==> src/rtl/id_ex_stage.sv <==
// id_ex_stage: decode/issue pipeline register in front of the 32-bit ALU.
// Decodes a MIPS instruction into an ALU op code and two operands, then holds
// them behind a valid/ready handshake with stall, flush and an issue counter.
module id_ex_stage #(
  parameter int DW    = 32,
  parameter int CNT_W = 16
) (
  input  logic             clk,
  input  logic             rst,
  input  logic             in_valid,
  output logic             in_ready,
  input  logic [31:0]      instr,
  input  logic [DW-1:0]    rs_data,
  input  logic [DW-1:0]    rt_data,
  input  logic             flush,
  input  logic             out_ready,
  output logic             out_valid,
  output logic [DW-1:0]    alu_in1,
  output logic [DW-1:0]    alu_in2,
  output logic [2:0]       aluop,
  output logic [4:0]       wr_reg,
  output logic             reg_write,
  output logic             is_branch,
  output logic             illegal,
  output logic [CNT_W-1:0] issue_count
);

  localparam logic [2:0] ALU_ADD = 3'd0;
  localparam logic [2:0] ALU_SUB = 3'd1;
  localparam logic [2:0] ALU_AND = 3'd2;
  localparam logic [2:0] ALU_OR  = 3'd3;
  localparam logic [2:0] ALU_SLL = 3'd4;
  localparam logic [2:0] ALU_SRL = 3'd5;
  localparam logic [2:0] ALU_SLT = 3'd6;

  logic [5:0]    opcode;
  logic [5:0]    funct;
  logic [DW-1:0] imm_sext;
  logic [DW-1:0] imm_zext;
  logic [DW-1:0] shamt_zext;

  // The rs register index is resolved by the register file upstream.
  logic unused_rs_idx;

  logic          out_valid_reg;
  logic [DW-1:0] alu_in1_reg, alu_in1_next;
  logic [DW-1:0] alu_in2_reg, alu_in2_next;
  logic [2:0]    aluop_reg, aluop_next;
  logic [4:0]    wr_reg_reg, wr_reg_next;
  logic          reg_write_reg, reg_write_next;
  logic          is_branch_reg, is_branch_next;
  logic          illegal_reg, illegal_next;
  logic [CNT_W-1:0] issue_count_reg;
  logic          wr_en_raw;
  logic          load;

  assign opcode        = instr[31:26];
  assign funct         = instr[5:0];
  assign unused_rs_idx = ^instr[25:21];

  assign imm_sext[15:0]   = instr[15:0];
  assign imm_zext[15:0]   = instr[15:0];
  assign shamt_zext[4:0]  = instr[10:6];

  genvar gi;
  generate
    for (gi = 16; gi < DW; gi++) begin : g_imm_ext
      assign imm_sext[gi] = instr[15];
      assign imm_zext[gi] = 1'b0;
    end
    for (gi = 5; gi < DW; gi++) begin : g_shamt_ext
      assign shamt_zext[gi] = 1'b0;
    end
  endgenerate

  // A new instruction can enter when the slot is empty or being emptied now.
  assign in_ready = !rst && (!out_valid_reg || out_ready);
  assign load     = in_valid && in_ready && !flush;

  // Decode opcode/funct into ALU op, operands and writeback info.
  always_comb begin
    aluop_next     = ALU_ADD;
    alu_in1_next   = '0;
    alu_in2_next   = '0;
    wr_reg_next    = 5'd0;
    wr_en_raw      = 1'b0;
    is_branch_next = 1'b0;
    illegal_next   = 1'b0;
    case (opcode)
      6'h00: begin
        wr_reg_next  = instr[15:11];
        wr_en_raw    = 1'b1;
        alu_in1_next = rs_data;
        alu_in2_next = rt_data;
        case (funct)
          6'h20: aluop_next = ALU_ADD;
          6'h22: aluop_next = ALU_SUB;
          6'h24: aluop_next = ALU_AND;
          6'h25: aluop_next = ALU_OR;
          6'h2A: aluop_next = ALU_SLT;
          6'h00: begin
            aluop_next   = ALU_SLL;
            alu_in1_next = rt_data;
            alu_in2_next = shamt_zext;
          end
          6'h02: begin
            aluop_next   = ALU_SRL;
            alu_in1_next = rt_data;
            alu_in2_next = shamt_zext;
          end
          default: begin
            illegal_next = 1'b1;
            wr_reg_next  = 5'd0;
            wr_en_raw    = 1'b0;
            alu_in1_next = '0;
            alu_in2_next = '0;
          end
        endcase
      end
      6'h08: begin
        aluop_next = ALU_ADD; alu_in1_next = rs_data; alu_in2_next = imm_sext;
        wr_reg_next = instr[20:16]; wr_en_raw = 1'b1;
      end
      6'h0A: begin
        aluop_next = ALU_SLT; alu_in1_next = rs_data; alu_in2_next = imm_sext;
        wr_reg_next = instr[20:16]; wr_en_raw = 1'b1;
      end
      6'h0C: begin
        aluop_next = ALU_AND; alu_in1_next = rs_data; alu_in2_next = imm_zext;
        wr_reg_next = instr[20:16]; wr_en_raw = 1'b1;
      end
      6'h0D: begin
        aluop_next = ALU_OR; alu_in1_next = rs_data; alu_in2_next = imm_zext;
        wr_reg_next = instr[20:16]; wr_en_raw = 1'b1;
      end
      6'h04: begin
        aluop_next = ALU_SUB; alu_in1_next = rs_data; alu_in2_next = rt_data;
        is_branch_next = 1'b1;
      end
      default: illegal_next = 1'b1;
    endcase
    // Writes to $0 are architecturally discarded.
    reg_write_next = wr_en_raw && (wr_reg_next != 5'd0);
  end

  // Pipeline register: flush beats load, load beats drain, otherwise hold.
  always_ff @(posedge clk or posedge rst) begin
    if (rst) begin
      out_valid_reg <= 1'b0;
      alu_in1_reg   <= '0;
      alu_in2_reg   <= '0;
      aluop_reg     <= 3'd0;
      wr_reg_reg    <= 5'd0;
      reg_write_reg <= 1'b0;
      is_branch_reg <= 1'b0;
      illegal_reg   <= 1'b0;
    end else if (flush) begin
      out_valid_reg <= 1'b0;
    end else if (load) begin
      out_valid_reg <= 1'b1;
      alu_in1_reg   <= alu_in1_next;
      alu_in2_reg   <= alu_in2_next;
      aluop_reg     <= aluop_next;
      wr_reg_reg    <= wr_reg_next;
      reg_write_reg <= reg_write_next;
      is_branch_reg <= is_branch_next;
      illegal_reg   <= illegal_next;
    end else if (out_ready) begin
      out_valid_reg <= 1'b0;
    end
  end

  // Count instructions accepted downstream, saturating at all-ones.
  always_ff @(posedge clk or posedge rst) begin
    if (rst) begin
      issue_count_reg <= '0;
    end else if (out_valid_reg && out_ready && !flush && (issue_count_reg != '1)) begin
      issue_count_reg <= issue_count_reg + 1'b1;
    end
  end

  assign out_valid   = out_valid_reg;
  assign alu_in1     = alu_in1_reg;
  assign alu_in2     = alu_in2_reg;
  assign aluop       = aluop_reg;
  assign wr_reg      = wr_reg_reg;
  assign reg_write   = reg_write_reg;
  assign is_branch   = is_branch_reg;
  assign illegal     = illegal_reg;
  assign issue_count = issue_count_reg;

endmodule

==> config.mk <==
export PLATFORM = sky130hd
export DESIGN_NAME = id_ex_stage
export DESIGN_NICKNAME = d
export VERILOG_FILES = /design/src/rtl/id_ex_stage.sv
export SDC_FILE = /design/constraint.sdc
export NUM_CORES = 1
export LEC_CHECK = 0
export BUFFER_PORTS_ARGS = -buffer_cell sky130_fd_sc_hd__buf_2
export CORE_MARGIN = 8
export CORE_UTILIZATION = 53
export DETAILED_ROUTE_END_ITERATION = 10
export GPL_TIMING_DRIVEN = 0
export PLACE_DENSITY = 0.86
export SLEW_MARGIN = 20
export SYNTH_ARGS = -nofsm -noshare
export SYNTH_HDL_FRONTEND = slang
export SYNTH_SLANG_ARGS = --single-unit
==> constraint.sdc <==
create_clock -name clk -period 7.3 [get_ports clk]
set_clock_uncertainty 0.15 [all_clocks]
set_input_delay 0.73 -clock clk [delete_from_list [all_inputs] [get_ports clk]]
set_output_delay 0.73 -clock clk [all_outputs]
set_load 0.02 [all_outputs]
==> impl_metrics.prom <==
# TYPE chip_impl_metric gauge
chip_impl_info{name="status",value="completed"} 1
chip_impl_metric{name="syn_avg_cell_area",unit="um^2"} 11.6
chip_impl_metric{name="route.antenna.remaining_nets",unit=""} 0
chip_impl_metric{name="drt_iter0_drc",unit=""} 318
chip_impl_metric{name="slew_worst_pin",unit="ns"} 1.02
chip_impl_metric{name="clock_pin_slew_on_the_worst_setup_and_hold_paths",unit="ns"} 0.10
chip_impl_metric{name="fp.dieH",unit="um"} 111
chip_impl_metric{name="power",unit="mW"} 1.09
chip_impl_metric{name="clock_tree.buffer_depth",unit=""} 2
chip_impl_metric{name="postCtsSetupBuffers",unit=""} 0
chip_impl_info{name="final_cell_mix",value="sky130_fd_sc_hd__buf_2, sky130_fd_sc_hd__dfrtp_1, sky130_fd_sc_hd__a221o_1"} 1
chip_impl_metric{name="global_route_wire_length_before_repair",unit="um"} 24900
chip_impl_metric{name="rows",unit=""} 34
chip_impl_metric{name="async_s_r_ff_share_synth",unit=""} 1.00
chip_impl_metric{name="setup_violations",unit=""} 0
chip_impl_metric{name="ys_seq_elements",unit=""} 92
chip_impl_metric{name="vias_in_the_first_global_route",unit=""} 4765
chip_impl_metric{name="nets",unit=""} 713
chip_impl_info{name="critPathLaunch",value="rst"} 1
chip_impl_info{name="worst_hold_path_type",value="input pin to async pin"} 1
chip_impl_info{name="yosys-top-cells-area",value="sky130_fd_sc_hd__dfrtp_1, sky130_fd_sc_hd__a221o_1, sky130_fd_sc_hd__mux2_2"} 1
chip_impl_metric{name="start_util",unit=""} 0.548
chip_impl_metric{name="portBuffers",unit=""} 187
chip_impl_metric{name="syn_inst",unit=""} 412
chip_impl_metric{name="maximum_fanout_count_along_the_critical_path",unit=""} 10
chip_impl_metric{name="preCtsSetupSlack",unit="ns"} 4.04
chip_impl_metric{name="layout-drive-gt1-share",unit=""} 0.424
chip_impl_metric{name="timing.critical_path.required",unit="ns"} 7.38
chip_impl_info{name="cts-root-buf",value="sky130_fd_sc_hd__clkbuf_8"} 1
chip_impl_info{name="critical_path_class",value="input pin to flip-flop"} 1
chip_impl_info{name="crit_path_cell_trace",value="buf_2 > nor4b_2 > clkbuf_1 > mux2_2 > a221o_1"} 1
chip_impl_metric{name="postRouteWirelength",unit="um"} 15300
chip_impl_metric{name="tns",unit="ns"} 0
chip_impl_metric{name="synth_cell_type_count",unit=""} 51
chip_impl_metric{name="cts_hold_buf",unit=""} 0
chip_impl_metric{name="layout_min_cycle_time",unit="ns"} 2.89
chip_impl_metric{name="die_width",unit="um"} 111
chip_impl_metric{name="layout-area-overhead-vs-synth",unit="%"} 26.9
chip_impl_info{name="critical_path.slowest_cell",value="sky130_fd_sc_hd__nor4b_2"} 1
chip_impl_metric{name="synth_nets",unit=""} 514
chip_impl_metric{name="route.detailed.drc",unit=""} 0
chip_impl_metric{name="worstSkewPairLatency",unit="ns"} 0.35
chip_impl_info{name="timing.rr.start",value="out_valid$_DFFE_PP0P_"} 1
chip_impl_metric{name="fmaxAchievable",unit="MHz"} 346
chip_impl_info{name="commonest_non_fill_non_tap_cell_in_the_layout",value="sky130_fd_sc_hd__buf_2"} 1
chip_impl_metric{name="weighted_congestion_at_the_end_of_routability_driven_global_placement",unit=""} 0.827
chip_impl_metric{name="dr.pass1.iters",unit=""} 4
chip_impl_metric{name="dp_hpwl",unit="um"} 12000
chip_impl_metric{name="die_area",unit="mm^2"} 0.0123
chip_impl_metric{name="synthDominantCellAreaShare",unit=""} 0.482
chip_impl_info{name="tritoncts_clock_tree",value="done"} 1
chip_impl_metric{name="vias",unit=""} 4458
chip_impl_metric{name="pwr_density_cell",unit="mW/mm^2"} 180
chip_impl_metric{name="final-hold-violation-count",unit=""} 0
chip_impl_metric{name="clkSinkCount",unit=""} 92
chip_impl_info{name="endpoint_kind",value="flip-flop"} 1
chip_impl_info{name="synthDominantAreaCellType",value="sky130_fd_sc_hd__dfrtp_1"} 1
chip_impl_metric{name="max-vdd-ir-drop",unit="V"} 0.000106
chip_impl_metric{name="slew_viol_final",unit=""} 0
chip_impl_metric{name="max-cap-violations",unit=""} 0
chip_impl_metric{name="n_antenna_cell",unit=""} 0
chip_impl_info{name="synthFlopType",value="sky130_fd_sc_hd__dfrtp_1"} 1
chip_impl_metric{name="cts.htree.levels",unit=""} 3
chip_impl_metric{name="synth-edff-count",unit=""} 0
chip_impl_metric{name="floorplan.core_area",unit="mm^2"} 0.00872
chip_impl_info{name="grt_setup_unrepaired",value="false"} 1
chip_impl_metric{name="antenna_violations_before_repair",unit=""} 0
chip_impl_metric{name="maximum_number_of_pins_on_one_net_before_global_route_repair",unit=""} 56
chip_impl_metric{name="globalRouteOverflowTotal",unit=""} 0
chip_impl_metric{name="cts_inserted_buffers",unit=""} 9
chip_impl_metric{name="cp_slowest_stage_delay",unit="ns"} 0.89
chip_impl_metric{name="post_cts_resized",unit=""} 0
chip_impl_metric{name="final.period_utilization",unit=""} 0.396
chip_impl_metric{name="synth.yosys.seq_area_share",unit=""} 0.482
chip_impl_metric{name="ys_warn_count",unit=""} 0
chip_impl_metric{name="track_usage",unit=""} 0.243
chip_impl_metric{name="detail_route.vias_per_cell",unit=""} 6.16
chip_impl_metric{name="num_io_pins",unit=""} 194
chip_impl_metric{name="drt-wirelength-per-cell",unit="um"} 21.1
chip_impl_metric{name="total_leakage_power",unit="nW"} 3.27
chip_impl_metric{name="synth.cell_area",unit="mm^2"} 0.00478
chip_impl_metric{name="timing.slew.headroom",unit=""} 0.316
chip_impl_info{name="timing.critical_path.from_type",value="input pin"} 1
chip_impl_metric{name="post-route-worst-setup-slack",unit="ns"} 4.41
chip_impl_metric{name="cp.arrival",unit="ns"} 2.97
==> report_power, final <==
part,switching [mW],internal (mW),total [mW],leakage (nW)
sequential,0.0203,0.538,0.559,1.26
combinational,0.123,0.0815,0.205,1.92
clock,0.192,0.138,0.330,0.0920
total,0.335,0.758,1.09,3.27
==> worst max-delay path, delay by kind of cell <==
family	cells	cell delay, ns
buf+inv	2	0.67
compound gates	1	0.27
simple gates	1	0.89
mux	1	0.40
==> cells in the mapped netlist, types with 3 or more instances <==
master,n
sky130_fd_sc_hd__and3_1,44
sky130_fd_sc_hd__clkbuf_1,17
sky130_fd_sc_hd__o21ai_0,8
sky130_fd_sc_hd__nor2_1,15
sky130_fd_sc_hd__o2bb2ai_1,6
sky130_fd_sc_hd__buf_2,7
sky130_fd_sc_hd__nand2_1,10
sky130_fd_sc_hd__nor3_1,3
sky130_fd_sc_hd__a21oi_1,10
sky130_fd_sc_hd__nand4_1,4
sky130_fd_sc_hd__buf_6,7
sky130_fd_sc_hd__and4_1,3
sky130_fd_sc_hd__nand3_1,7
sky130_fd_sc_hd__dfrtp_1,92
sky130_fd_sc_hd__inv_1,3
sky130_fd_sc_hd__and2_1,15
sky130_fd_sc_hd__xor2_1,4
sky130_fd_sc_hd__xnor2_1,10
sky130_fd_sc_hd__a221o_1,64
sky130_fd_sc_hd__mux2_2,34
sky130_fd_sc_hd__a32oi_1,6
sky130_fd_sc_hd__nor3b_1,3
sky130_fd_sc_hd__nand3b_1,6
==> stage by stage <==
stage | instance area, um^2 | hold slack, ns | utilization | cells
after floorplan | 4780 | 0.440 | - | 412
final | 6070 | 0.291 | 0.696 | 724
after CTS | 6070 | 0.299 | 0.696 | 724
after detailed placement | 5880 | 0.321 | 0.674 | 708
after global placement | 5850 | 0.316 | 0.671 | 707
after global routing | 6070 | 0.328 | 0.696 | 724
==> path summary, 6_finish.rpt <==
check / cells past startpoint / slack, ns / end
worst max-delay path: 5 / 4.41 / alu_in1[21]$_DFFE_PP0P_
max in group asynchronous: 3 / 6.08 / issue_count[8]$_DFFE_PP0P_
min in group clk: 2 / 0.34 / aluop[2]$_DFFE_PP0P_
worst min-delay path: 2 / 0.29 / aluop[1]$_DFFE_PP0P_
worst min register to register: 2 / 0.34 / aluop[2]$_DFFE_PP0P_
worst max register to register: 5 / 4.42 / alu_in1[21]$_DFFE_PP0P_
==> final cells by class <==
| cell class | instances | area [um^2] |
|---|---|---|
| multi-input cells | 285 | 2290 |
| flip-flops and latches | 92 | 2300 |
| plain buffers | 32 | 181 |
| inverters | 3 | 13.8 |
| well taps | 108 | 135 |
| clock buffers | 11 | 141 |
| repair buffers | 188 | 963 |
| fillers | 660 | 2650 |
| clock inverters | 5 | 45.0 |
==> cell families after synthesis <==
| group | share of synthesized area |
|---|---|
| simple gates | 0.171 |
| compound gates | 0.197 |
| flops | 0.482 |
| buf+inv | 0.0403 |
| mux | 0.0822 |
| xor+xnor | 0.0256 |
| fa+ha+maj | 0.00262 |
==> metal layers <==
metal / part of all wire / GRT usage
met2: 0.50 / 0.413
met3: 0.091 / 0.0731
met4: 0.023 / 0.0838
met5: 0 / 0
met1: 0.39 / 0.284
No activity file was read; power rests on OpenSTA's default activity.
